### config.mk
export PLATFORM = sky130hd
export DESIGN_NAME = mux_n_pipe
export DESIGN_NICKNAME = d
export VERILOG_FILES = /design/src/rtl/mux_n_pipe.sv
export SDC_FILE = /design/constraint.sdc
export NUM_CORES = 1
export LEC_CHECK = 0
export CORE_AREA = 2 2 215 217
export CTS_BUF_LIST = sky130_fd_sc_hd__clkbuf_8
export CTS_CLUSTER_SIZE = 20
export DETAILED_ROUTE_END_ITERATION = 16
export DIE_AREA = 0 0 217 219
export PLACE_DENSITY = 0.44
export RECOVER_POWER = 100
export SYNTH_ARGS = -nofsm -noshare
export SYNTH_HDL_FRONTEND = slang
export SYNTH_SLANG_ARGS = --single-unit
export TNS_END_PERCENT = 1
### constraint.sdc
create_clock -name clk -period 4 [get_ports clk]
set_input_delay 0.8 -clock clk [delete_from_list [all_inputs] [get_ports clk]]
set_output_delay 0.8 -clock clk [all_outputs]
set_load 0.02 [all_outputs]
### src/rtl/mux_n_pipe.sv
// N:1 word multiplexer feeding a registered valid/ready output stage.
// A main register drives out_*; one skid register absorbs a single stalled beat.
module mux_n_pipe #(
    parameter int unsigned       WIDTH       = 32,
    parameter int unsigned       N           = 16,
    parameter int unsigned       SEL_W       = 4,
    parameter logic [WIDTH-1:0]  DEFAULT_VAL = '0
) (
    input  logic                 clk,
    input  logic                 rst_n,
    input  logic                 flush,
    input  logic [N*WIDTH-1:0]   in_data,
    input  logic [SEL_W-1:0]     in_sel,
    input  logic                 in_valid,
    output logic                 in_ready,
    output logic [WIDTH-1:0]     out_data,
    output logic [SEL_W-1:0]     out_sel,
    output logic                 out_err,
    output logic                 out_valid,
    input  logic                 out_ready
);

    if ((N < 2) || (N > 256) || (N > (32'd1 << SEL_W))) begin : g_param_check
        $error("mux_n_pipe: N must be in 2..256 and fit in SEL_W select bits");
    end

    typedef struct packed {
        logic [WIDTH-1:0] data;
        logic [SEL_W-1:0] sel;
        logic             err;
    } entry_t;

    entry_t           r_main;
    entry_t           r_skid;
    logic             r_main_valid;
    logic             r_skid_valid;
    logic             r_in_ready;

    logic [WIDTH-1:0] w_sel_data;
    logic             w_sel_err;
    entry_t           w_in_entry;
    logic             w_in_xfer;
    entry_t           w_main_nxt;
    entry_t           w_skid_nxt;
    logic             w_main_valid_nxt;
    logic             w_skid_valid_nxt;

    // Out-of-range selects fall through to DEFAULT_VAL.
    always_comb begin
        w_sel_data = DEFAULT_VAL;
        for (int unsigned k = 0; k < N; k++) begin
            if (32'(in_sel) == k) begin
                w_sel_data = in_data[k*WIDTH +: WIDTH];
            end
        end
    end

    assign w_sel_err  = (32'(in_sel) >= N);
    assign w_in_entry = '{data: w_sel_data, sel: in_sel, err: w_sel_err};
    assign w_in_xfer  = in_valid & r_in_ready;

    always_comb begin
        w_main_nxt       = r_main;
        w_main_valid_nxt = r_main_valid;
        w_skid_nxt       = r_skid;
        w_skid_valid_nxt = r_skid_valid;
        if (flush) begin
            w_main_valid_nxt = 1'b0;
            w_skid_valid_nxt = 1'b0;
        end else if (!r_main_valid || out_ready) begin
            // Main is empty or draining; the skid is only ever full when main is full.
            if (r_skid_valid) begin
                w_main_nxt       = r_skid;
                w_main_valid_nxt = 1'b1;
                w_skid_valid_nxt = 1'b0;
            end else if (w_in_xfer) begin
                w_main_nxt       = w_in_entry;
                w_main_valid_nxt = 1'b1;
            end else begin
                w_main_valid_nxt = 1'b0;
            end
        end else if (w_in_xfer) begin
            w_skid_nxt       = w_in_entry;
            w_skid_valid_nxt = 1'b1;
        end
    end

    always_ff @(posedge clk) begin
        if (!rst_n) begin
            r_main       <= '0;
            r_skid       <= '0;
            r_main_valid <= 1'b0;
            r_skid_valid <= 1'b0;
            r_in_ready   <= 1'b0;
        end else begin
            r_main       <= w_main_nxt;
            r_skid       <= w_skid_nxt;
            r_main_valid <= w_main_valid_nxt;
            r_skid_valid <= w_skid_valid_nxt;
            r_in_ready   <= ~w_skid_valid_nxt;
        end
    end

    assign in_ready  = r_in_ready;
    assign out_data  = r_main.data;
    assign out_sel   = r_main.sel;
    assign out_err   = r_main.err;
    assign out_valid = r_main_valid;

endmodule

==> impl_metrics.env <==
export IMPL_status="complete, but fails checks"
export IMPL_violations="max-capacitance violations, max-slew violations"
export IMPL_netlist_area_leader_share=0.1761
export IMPL_tritoncts="built"
export IMPL_grt_max_degree=66
export IMPL_arrival_ns=3.83
export IMPL_relSlewSlack=-0.1113
export IMPL_core_sq_um=45090
export IMPL_fin_tns_setup_ns=0
export IMPL_cp_data_required_time_ns=4.25
export IMPL_ios=560
export IMPL_wire_per_inst_microns=28.54
export IMPL_place_inst=2256
export IMPL_power_density_nw_per_um2=183.8
export IMPL_synth_ff_type="dfxtp_1"
export IMPL_synth_ff_latch_count=75
export IMPL_cts_buffer_depth=2
export IMPL_cts_buffers=9
export IMPL_drv_slew=32
export IMPL_synthTopCellsByCount="124 x nor2_1, 96 x nand2_1, 88 x a21oi_1"
export IMPL_cts_setup_buffers=0
export IMPL_grt_pass1_vias=12430
export IMPL_layout_cells_non_filler=2275
export IMPL_synth_avg_cell_area_sq_um=7.267
export IMPL_ys_top_cells_by_area="dfxtp_1 18%, nor2_1 5.5%, a21oi_1 5.2%"
export IMPL_cts_sinks=75
export IMPL_netlist_area_sq_um=8524
export IMPL_worstPathMaxFanout=41
export IMPL_post_cts_resized=0
export IMPL_crit_type="input pin to flop"
export IMPL_fmax_mhz=279.6
export IMPL_grt_pass1_wl_mm=89.92
export IMPL_ys_seq_area_frac=0.1761
export IMPL_tightest_slew_ns=1.667
export IMPL_initial_utilization=0.1891
export IMPL_die_area_sq_um=47520
export IMPL_post_dp_hpwl_mm=52.62
export IMPL_via_count=11830
export IMPL_synth_edf_count=0
export IMPL_drt_total_wl_mm=64.93
export IMPL_synthArstFlopShare=0
export IMPL_rsz0062_at_grt="false"
export IMPL_grt_total_usage=0.2625
export IMPL_cts_hold_buf=0
export IMPL_chipWidth_microns=217
export IMPL_grt_overflow=0
export IMPL_syn_nets=1694
export IMPL_synth_largest_area_cell="dfxtp_1"
export IMPL_fp_dieH_microns=219
export IMPL_cp_end_kind="flop"
export IMPL_hold_class="flop to flop"
export IMPL_drive_gt1_frac=0.08074
export IMPL_p_leak_uw=0.005178
export IMPL_portBuffers=558
export IMPL_antenna_found_initial=10
export IMPL_crit_path_start_kind="input pin"
export IMPL_fin_nets=2188
export IMPL_fillers=4897
export IMPL_maxCapViolations=1
export IMPL_setup_violations=0
export IMPL_placementRows=78
export IMPL_drcViolationCount=0
export IMPL_ys_warn_count=0
export IMPL_ys_types=77
export IMPL_fin_crit_ns=3.576
export IMPL_syn_inst=1173
export IMPL_ant_nets=0
export IMPL_clk_pin_slew_ns=0.08
export IMPL_synth_most_common_cell="nor2_1"
export IMPL_clk_latency_ns=0.38
export IMPL_gp_congestion=0.9203
export IMPL_skew_ns=0.01406
export IMPL_vias_per_cell=5.198
export IMPL_first_pass_iters=5
export IMPL_cts_htree_levels=3
export IMPL_fin_crit_sh=0.8940
export IMPL_ir_worst_vdd_mv=0.1171
export IMPL_cts_root_buf="clkbuf_8"
export IMPL_finalHoldViolations=0
export IMPL_syn_to_final_growth_pct=72.45
export IMPL_drtIter0Drc=730
## per-layer routing
layer / track usage / share of wire / routed length, microns
met3: 0.06251 / 0.073 / 4712
met4: 0.06210 / 0.025 / 1651
met1: 0.2916 / 0.38 / 24930
met5: 0 / 0.0010 / 66
met2: 0.4997 / 0.52 / 33570
## critical path: stages
cell	delay (ns)
clkbuf_2	0.74
buf_4	0.45
nand2b_1	0.15
a211oi_1	0.07
a2111oi_0	1.02
buf_4	0.25
o211ai_1	0.13
nor2_1	0.13
nor3_1	0.05
## final timing paths
| kind | start | cells past startpoint | slack (ns) | to |
|---|---|---|---|---|
| min | r_skid[2] | 2 | 0.46 | r_skid[2] |
| max | in_sel[2] | 9 | 0.42 | r_skid[15] |
| max reg2reg | r_skid_valid | 7 | 1.00 | out_sel[2] |
| min reg2reg | r_skid[2] | 2 | 0.46 | r_skid[2] |
## sequential cells by signal (all words and copies together), names as in the netlist
register	count
out_sel	4
out_data	32
r_skid_valid	1
out_valid	1
in_ready	1
r_skid	36
## cell type report
class	count	area, sq um	area share
timing repair buffer	612	5996	0.4079
clock inverter	7	37.54	0.002553
inverter	14	52.55	0.003575
multi-input combinational	955	6230	0.4238
antenna	3	7.507	0.0005107
sequential	75	1503	0.1022
clock buffer	9	123.9	0.008426
tap	600	750.7	0.05107
## layout by cell type, fill, tap and decap left out, types with 5 or more instances in the layout
master	instances
o2111ai_1	7
mux4_2	8
a31oi_1	20
inv_1	12
nor2_1	123
nor3b_1	16
a2111oi_0	10
o32ai_1	5
o311a_1	6
mux2i_1	42
clkbuf_8	10
o22ai_1	51
o21ai_1	18
nor2b_1	18
clkdlybuf4s50_1	513
a32o_1	11
buf_4	48
a21o_1	10
a211oi_1	34
a22o_1	9
dlygate4sd3_1	41
nand2b_1	37
nor3_1	41
o221ai_1	15
mux2_2	34
o211ai_1	20
or3b_1	9
a21oi_1	88
nand2_1	96
nand3_1	22
dfxtp_1	74
o21ai_0	75
a2bb2oi_1	10
a221oi_1	22
a32oi_1	6
a221o_1	23
## kinds of logic after synthesis
| logic type | count (synthesis) | share of synthesized area |
|---|---|---|
| other cells | 1 | 0.0004399 |
| simple gates | 397 | 0.2304 |
| mux | 87 | 0.1193 |
| buf+inv | 143 | 0.09247 |
| flops | 75 | 0.1761 |
| compound gates | 470 | 0.3812 |
## where the power goes
part	total (uW)	switching, uW	leakage, uW	internal, uW
Sequential	777	12.2	0.000608	765
Clock	533	315	0.0000874	218
Combinational	1390	643	0.00448	748
## through the flow
step	utilization	total power, uW	worst slack [ns]	hold slack (ns)	instance area [sq um]
floorplan	-	1355	1.593	0.4366	8524
global placement	0.3234	2203	0.2490	0.4440	14580
detailed placement	0.3234	2201	0.2622	0.4450	14580
CTS	0.3270	2748	0.6706	0.4582	14740
global route	0.3259	2838	0.2805	0.4761	14700
finish	0.3260	2701	0.4238	0.4577	14700
Note: power is estimated with default switching activity, not from simulation.
